--- config.mk ---
export PLATFORM = sky130hd
export DESIGN_NAME = alu_nibble_sequencer
export DESIGN_NICKNAME = d
export VERILOG_FILES = /design/src/rtl/alu_pkg.sv /design/src/rtl/nibble_alu.sv /design/src/rtl/alu_nibble_sequencer.sv
export SDC_FILE = /design/constraint.sdc
export NUM_CORES = 1
export LEC_CHECK = 0
export CAP_MARGIN = 20
export CORE_UTILIZATION = 35
export CTS_BUF_LIST = sky130_fd_sc_hd__clkbuf_2
export DETAILED_ROUTE_END_ITERATION = 10
export DONT_BUFFER_PORTS = 1
export GPL_TIMING_DRIVEN = 0
export HOLD_SLACK_MARGIN = 0.08
export PLACE_DENSITY_LB_ADDON = 0.08
export SLEW_MARGIN = 5
export SYNTH_ARGS = -nofsm -noshare
export SYNTH_HDL_FRONTEND = slang
export SYNTH_SLANG_ARGS = --single-unit
export TNS_END_PERCENT = 10
--- constraint.sdc ---
create_clock -name clk -period 3.3 [get_ports clk]
set_input_delay 0.495 -clock clk [delete_from_list [all_inputs] [get_ports clk]]
set_output_delay 0.495 -clock clk [all_outputs]
set_load 0.1 [all_outputs]
--- src/rtl/alu_pkg.sv ---
// Shared definitions for the nibble-serial ALU and the existing 4-bit ALU:
// opcode encoding, slice width and sequencer FSM states.
package alu_pkg;

  localparam int NIBBLE_W = 4;

  typedef enum logic [1:0] {
    ADD  = 2'b00,
    SUB  = 2'b01,
    NAND = 2'b10,
    XOR  = 2'b11
  } alu_op_e;

  typedef enum logic [1:0] {
    IDLE = 2'b00,
    EXEC = 2'b01,
    DONE = 2'b10
  } seq_state_e;

  function automatic logic is_arith(alu_op_e op);
    return (op == ADD) || (op == SUB);
  endfunction

endpackage

--- src/rtl/nibble_alu.sv ---
// Combinational 4-bit ALU slice. Ripple carry is exposed at both ends of the
// MSB so the caller can form signed overflow on the top slice.
module nibble_alu
  import alu_pkg::*;
(
  input  logic [NIBBLE_W-1:0] a,
  input  logic [NIBBLE_W-1:0] b,
  input  alu_op_e             op,
  input  logic                cin,
  output logic [NIBBLE_W-1:0] y,
  output logic                cout,
  output logic                c_msb
);

  logic [NIBBLE_W-1:0] b_eff;
  logic [NIBBLE_W-1:0] sum;
  logic [NIBBLE_W:0]   carry;

  // SUB is A + ~B + 1; the +1 arrives as cin on the first slice.
  assign b_eff    = (op == SUB) ? ~b : b;
  assign carry[0] = cin;

  generate
    for (genvar gi = 0; gi < NIBBLE_W; gi++) begin : g_ripple
      assign sum[gi]     = a[gi] ^ b_eff[gi] ^ carry[gi];
      assign carry[gi+1] = (a[gi] & b_eff[gi]) | (carry[gi] & (a[gi] ^ b_eff[gi]));
    end
  endgenerate

  assign cout  = carry[NIBBLE_W];
  assign c_msb = carry[NIBBLE_W-1];

  always_comb begin
    y = sum;
    case (op)
      ADD, SUB: y = sum;
      NAND:     y = ~(a & b);
      XOR:      y = a ^ b;
      default:  y = sum;
    endcase
  end

endmodule

--- src/rtl/alu_nibble_sequencer.sv ---
// Multi-cycle W-bit ALU: iterates a 4-bit slice LSB-first, chaining carry
// through a flop, and presents result plus overflow/zero/negative flags.
module alu_nibble_sequencer
  import alu_pkg::*;
#(
  parameter  int NUM_NIBBLES = 4,
  localparam int W           = NIBBLE_W * NUM_NIBBLES
) (
  input  logic         clk,
  input  logic         rst_n,
  input  logic         req_valid,
  output logic         req_ready,
  input  logic [1:0]   req_op,
  input  logic [W-1:0] req_a,
  input  logic [W-1:0] req_b,
  output logic         rsp_valid,
  input  logic         rsp_ready,
  output logic [W-1:0] rsp_result,
  output logic         rsp_ovfl,
  output logic         rsp_zero,
  output logic         rsp_neg,
  output logic         busy
);

  localparam int IDX_W = (NUM_NIBBLES > 1) ? $clog2(NUM_NIBBLES) : 1;
  localparam logic [IDX_W-1:0] LAST_IDX = IDX_W'(NUM_NIBBLES - 1);

  seq_state_e          state_reg, state_next;
  logic [IDX_W-1:0]    idx_reg;
  alu_op_e             op_reg;
  logic [W-1:0]        a_reg, b_reg;
  logic [W-1:0]        result_reg;
  logic [W-1:0]        result_next;
  logic                carry_reg;
  logic                ovfl_reg;

  logic [NIBBLE_W-1:0] nib_y;
  logic                nib_cout;
  logic                nib_c_msb;
  logic                last_nibble;

  assign last_nibble = (idx_reg == LAST_IDX);

  nibble_alu u_nibble_alu (
    .a     (a_reg[NIBBLE_W-1:0]),
    .b     (b_reg[NIBBLE_W-1:0]),
    .op    (op_reg),
    .cin   (carry_reg),
    .y     (nib_y),
    .cout  (nib_cout),
    .c_msb (nib_c_msb)
  );

  // Each new slice enters at the top; after NUM_NIBBLES shifts slice 0 sits at bit 0.
  assign result_next = (result_reg >> NIBBLE_W) | (W'(nib_y) << (W - NIBBLE_W));

  always_ff @(posedge clk or negedge rst_n) begin
    if (!rst_n) begin
      state_reg <= IDLE;
    end else begin
      state_reg <= state_next;
    end
  end

  always_comb begin
    state_next = state_reg;
    req_ready  = 1'b0;
    rsp_valid  = 1'b0;
    busy       = 1'b1;
    case (state_reg)
      IDLE: begin
        req_ready = 1'b1;
        busy      = 1'b0;
        if (req_valid) state_next = EXEC;
      end
      EXEC: begin
        if (last_nibble) state_next = DONE;
      end
      DONE: begin
        rsp_valid = 1'b1;
        if (rsp_ready) state_next = IDLE;
      end
      default: state_next = IDLE;
    endcase
  end

  always_ff @(posedge clk or negedge rst_n) begin
    if (!rst_n) begin
      idx_reg    <= '0;
      op_reg     <= ADD;
      a_reg      <= '0;
      b_reg      <= '0;
      result_reg <= '0;
      carry_reg  <= 1'b0;
      ovfl_reg   <= 1'b0;
    end else begin
      case (state_reg)
        IDLE: begin
          if (req_valid) begin
            op_reg     <= alu_op_e'(req_op);
            a_reg      <= req_a;
            b_reg      <= req_b;
            result_reg <= '0;
            idx_reg    <= '0;
            carry_reg  <= (alu_op_e'(req_op) == SUB);
            ovfl_reg   <= 1'b0;
          end
        end
        EXEC: begin
          a_reg      <= a_reg >> NIBBLE_W;
          b_reg      <= b_reg >> NIBBLE_W;
          result_reg <= result_next;
          carry_reg  <= nib_cout;
          idx_reg    <= idx_reg + IDX_W'(1);
          if (last_nibble) begin
            ovfl_reg <= is_arith(op_reg) & (nib_c_msb ^ nib_cout);
          end
        end
        default: ;
      endcase
    end
  end

  // Response fields are forced to zero outside DONE so nothing partial leaks out.
  always_comb begin
    rsp_result = '0;
    rsp_ovfl   = 1'b0;
    rsp_zero   = 1'b0;
    rsp_neg    = 1'b0;
    if (state_reg == DONE) begin
      rsp_result = result_reg;
      rsp_ovfl   = ovfl_reg;
      rsp_zero   = (result_reg == '0);
      rsp_neg    = result_reg[W-1];
    end
  end

endmodule

# Yosys cells after proc, flatten, opt, wreduce, memory -nomap -nowiden
# Cells that the tools add are included.
# totals
word_cells	82
register_bits	56
out_inout_bits	22
in_bits	38
# op_classes
eq_ne	10
bitwise	27
addsub	1
reduce_logical	10
muxes	26
# ops
cell	n
16-bit one-hot mux with 2 select lines	3
16-bit two-way mux	4
16-bit logical NOT	1
12-bit by 16-bit OR with 16-bit output	1
4-bit one-hot mux with 3 select lines	1
1-bit AND	9
1-bit two-way mux	9
1-bit XOR	9
2-bit equality test (second input constant)	4
2-bit two-way mux	4
4-bit NOT	2
2-bit by 1-bit equality test with 1-bit output (second input constant)	3
2-bit inequality test (second input constant)	3
2-bit one-hot mux with 3 select lines	1
3-bit AND reduction	2
4-bit AND	1
2-bit logical NOT	2
4-bit two-way mux	1
1-bit OR	4
1-bit one-hot mux with 2 select lines	2
2-bit one-hot mux with 2 select lines	1
2-bit AND reduction	2
4-bit XOR	1
2-bit by 1-bit adder with 2-bit output (second input constant)	1
other kinds (3)	3

# Logic depth before layout (Yosys ltp)
# logic_depth
word_depth	15
depth_mapped	11
depth_no_buf	10

# Cells and area by module
# From an unflattened synthesis, not the netlist that was laid out.
# unflattened
hier_cells	253
hier_area_um2	2802.7
# modules_own_cells
mod	cells_each	area_per_inst_um2	instances	seq_area_each_um2
alu_nibble_sequencer	216	2491.1	1	1401.3
nibble_alu	37	311.5	1	0.0

# Worst setup path before layout
# Ideal clock, no wire load.
# synth_path
kind	reg2out
start	reg result_reg[14]
end	out rsp_zero
arrival_time_ns	2.920
stages_incl_launch_ff	3
slack_ns	-0.115
n_path_buf	0
t_required_ns	2.805
cell_sequence	dfrtp_1 > or4_1 > nor3_1
# synth_via
elab_chain_cells	2
# synth_rtl
item	line	source
from (decl)	alu_nibble_sequencer.sv:32	logic [W-1:0] result_reg;
from (signal assigned)	alu_nibble_sequencer.sv:112	result_reg <= result_next;
16-bit logical NOT	alu_nibble_sequencer.sv:133	rsp_zero = (result_reg == '0);
1-bit two-way mux	alu_nibble_sequencer.sv:130	if (state_reg == DONE) begin
to (decl)	alu_nibble_sequencer.sv:20	output logic rsp_zero,
# Every way passes these cells.

# Worst setup path in the final report
# layout_path
start	reg state_reg[0]
end	out rsp_result[15]
# layout_via
elab_chain_cells	2
# layout_rtl
item	line	source
from (decl)	alu_nibble_sequencer.sv:28	seq_state_e state_reg, state_next;
from (signal assigned)	alu_nibble_sequencer.sv:61	state_reg <= state_next;
2-bit equality test	alu_nibble_sequencer.sv:130	
16-bit two-way mux	alu_nibble_sequencer.sv:130	
to (decl)	alu_nibble_sequencer.sv:18	output logic [W-1:0] rsp_result,
# Every way passes these cells.

==> results.yml <==
routing:
  initialDrtViolationCount: 56
  wl_microns: 6420
  vias: 1935
  via_per_inst: 5.29
  drc_errors: 0
  wire_per_inst_microns: 17.5
  firstDrtPassIters: 4
  ant_nets: 0
global_route:
  grt_pass1_wl_microns: 10600
  track_usage_pct: 16.6
  grt_start_max_net_pins: 57
  antenna_found_initial: 0
  grt_overflow: 0
  grt_pass1_vias: 2051
timing:
  final.period_utilization_pct: 93.3
  drv_slew: 0
  rsz0062_at_grt: "false"
  fin_skew_ns: 0.0274
  hold_viol: 0
  max_freq_ghz: 0.325
  worst_pin_slew_ns: 1.00
  tns_ns: 0
  period_minus_slack_ns: 3.08
  setup_violations: 0
  max-slew-margin-rel_pct: 33.1
placement:
  dp_cells: 356
  port_buffers: 0
  dp_hpwl_microns: 4580
  routabilityCongestion: 0.782
cts:
  cts_tree: "yes"
  cts-root-buf: "clkbuf_2"
  clk_latency_ns: 0.47
  cts_buffers: 5
  cts_htree_levels: 2
  numClockSinks: 56
  cts_buffer_depth: 2
  cts.clk_slew.worst_paths_ns: 0.30
power_and_ir_drop:
  p_leak_nw: 1.36
  ir_drop_v: 0.000255
  powerDensity_nw_per_um2: 984
logic_synthesis:
  syn_nets: 304
  ys_warn_count: 0
  ys_ff_latch: 56
  avgSynthCellArea_sq_um: 10.7
  synth_cell_types: 33
  yosysSeqAreaShare_pct: 50.8
  syn_inst: 257
  syn_area_sq_um: 2760
floorplanning:
  die_x_microns: 90.7
  placementRows: 31
  initial_core_util_pct: 37.0
  dieArea_sq_um: 8230
  coreArea_sq_um: 7450
  io_pins: 60
  die_height_microns: 90.7
layout:
  diodes: 0
  final_net_count: 314
  syn2layout_area_growth_pct: 8.44
  n_fill_cell: 782
  fin_util_pct: 40.1
  drive_gt1_share_pct: 15.4
  final_cell_count_no_fill: 366
critical_path:
  startpoint_type: "flip-flop"
  reg2reg_from: "op_reg[1]"
  r2r_end: "result_reg[15]"
  cp_data_required_time_ns: 2.80
  cp.arrival_ns: 2.58
  ff2ff_path_depth: 11
  criticalPathCategory: "reg -> out"
  ff2ff_setup_slack_ns: 0.30
  crit_path_end_kind: "primary output"
  cp_max_fo: 10
hold_path:
  holdPathStages: 1
  whs_endpoint: "a_reg[15]"
  hold_class: "in -> reg"
  min_from: "req_a[15]"
run:
  cap_violations: 0
outcome:
  status: "complete, no violations"
[kinds of logic (layout without fill, tap and decap cells)]
family,after synthesis,after routing,synth area share (%)
AOI/OAI and AO/OA,86,86,22.3
and+or+nand+nor,73,73,14.0
DFF,56,56,50.8
buffers and inverters,28,38,6.08
adders and majority gates,9,9,5.17
xor gates and xnor gates,5,5,1.59
[how the worst max path moves through the flow]
stage / slack, ns / cells past startpoint / startpoint / endpoint
4_1_cts: 0.06 / 4 / state_reg[0] / rsp_result[12]
6_report: 0.22 / 4 / state_reg[0] / rsp_result[15]
3_3_place_gp: 0.29 / 11 / op_reg[1] / result_reg[15]
5_1_grt: 0.04 / 4 / state_reg[0] / rsp_result[15]
3_5_place_dp: 0.30 / 11 / op_reg[1] / result_reg[15]
2_1_floorplan: 0.61 / 11 / op_reg[1] / result_reg[15]
[metal layers]
metal / global-route usage [%] / share of wire, %
met1: 20.2 / 44
met2: 28.7 / 49
met3: 4.55 / 5.3
met4: 4.44 / 1.1
met5: 0 / 0
[critical path: stages (launching register included)]
cell and delay (ns):
dfrtp_1 0.56, nor2b_1 0.14, buf_2 0.19, and2_1 0.81
buf_4 0.43
[through the flow]
stage               worst slack, ns  area [sq um]  power (mW)  hold slack, ns
floorplan                     0.611          2760        2.35           0.199
global placement              0.293          2890        2.67           0.201
detailed placement            0.298          2890        2.69           0.201
CTS                          0.0580          2970        2.99          0.0868
global route                 0.0427          2990        3.21          0.0870
finish                        0.222          2990        2.94           0.121
[where the power goes]
| part | switching (mW) | internal (mW) |
|---|---|---|
| logic | 0.910 | 0.567 |
| registers | 0.224 | 0.960 |
| clock network | 0.225 | 0.0547 |
| total | 1.36 | 1.58 |
[cell type report]
| type | count | area, sq um | area share, % |
|---|---|---|---|
| inverter | 7 | 26.3 | 0.879 |
| buffer | 21 | 141 | 4.73 |
| timing repair buffer | 3 | 47.5 | 1.59 |
| sequential | 56 | 1400 | 46.9 |
| clock buffer | 6 | 30.0 | 1.00 |
| tap | 99 | 124 | 4.14 |
| clock inverter | 1 | 8.76 | 0.293 |
| multi-input combinational | 173 | 1210 | 40.5 |
[cell usage after synthesis]
| master | instances | area, sq um |
|---|---|---|
| nor3b_4 | 1 | 18.8 |
| a22oi_1 | 24 | 180 |
| buf_4 | 6 | 45.0 |
| o211ai_1 | 2 | 15.0 |
| nand3_1 | 2 | 10.0 |
| o31ai_1 | 1 | 7.51 |
| nand2_1 | 36 | 135 |
| nand3_2 | 1 | 10.0 |
| fa_1 | 4 | 80.1 |
| or4_1 | 1 | 7.51 |
| nor2b_1 | 4 | 25.0 |
| a32oi_1 | 1 | 8.76 |
| xnor2_1 | 4 | 35.0 |
| and2_1 | 17 | 106 |
| ha_1 | 5 | 62.6 |
| dfrtp_1 | 56 | 1400 |
| xor2_1 | 1 | 8.76 |
| buf_6 | 4 | 45.0 |
| o211a_1 | 2 | 20.0 |
| a22o_1 | 21 | 184 |
| inv_1 | 7 | 26.3 |
| o21ai_1 | 21 | 105 |
| o21ai_0 | 11 | 55.1 |
| clkbuf_1 | 3 | 11.3 |
| a32o_1 | 2 | 20.0 |
| o21bai_4 | 1 | 18.8 |
| nand3b_1 | 1 | 7.51 |
| buf_2 | 8 | 40.0 |
| nor3_1 | 1 | 5.00 |
| or2_2 | 1 | 6.26 |
| nand2b_1 | 4 | 25.0 |
| or3b_4 | 1 | 11.3 |
| nor4_1 | 3 | 18.8 |
[what timing repair did]
action / in CTS / in global routing
hold endpoints to repair: 56 / 1
setup endpoints to repair: 0 / 9
gates resized for setup: 0 / 9
setup buffers: 0 / 0
hold buffers: 2 / 1
[layout by cell type, fill, tap and decap left out, types with 3 or more instances in the layout]
cell,netlist,final
o21ai_1,21,21
and2_2,0,9
buf_4,6,6
xnor2_1,4,4
clkbuf_1,3,3
dfrtp_1,56,56
clkbuf_2,0,6
nand2_1,36,36
and2_1,17,8
inv_1,7,7
ha_1,5,5
a22o_1,21,21
fa_1,4,4
buf_6,4,4
nor4_1,3,3
a22oi_1,24,24
nand2b_1,4,4
buf_2,8,8
o21ai_0,11,11
nor2b_1,4,4
No activity file was read; power rests on OpenSTA's default activity.
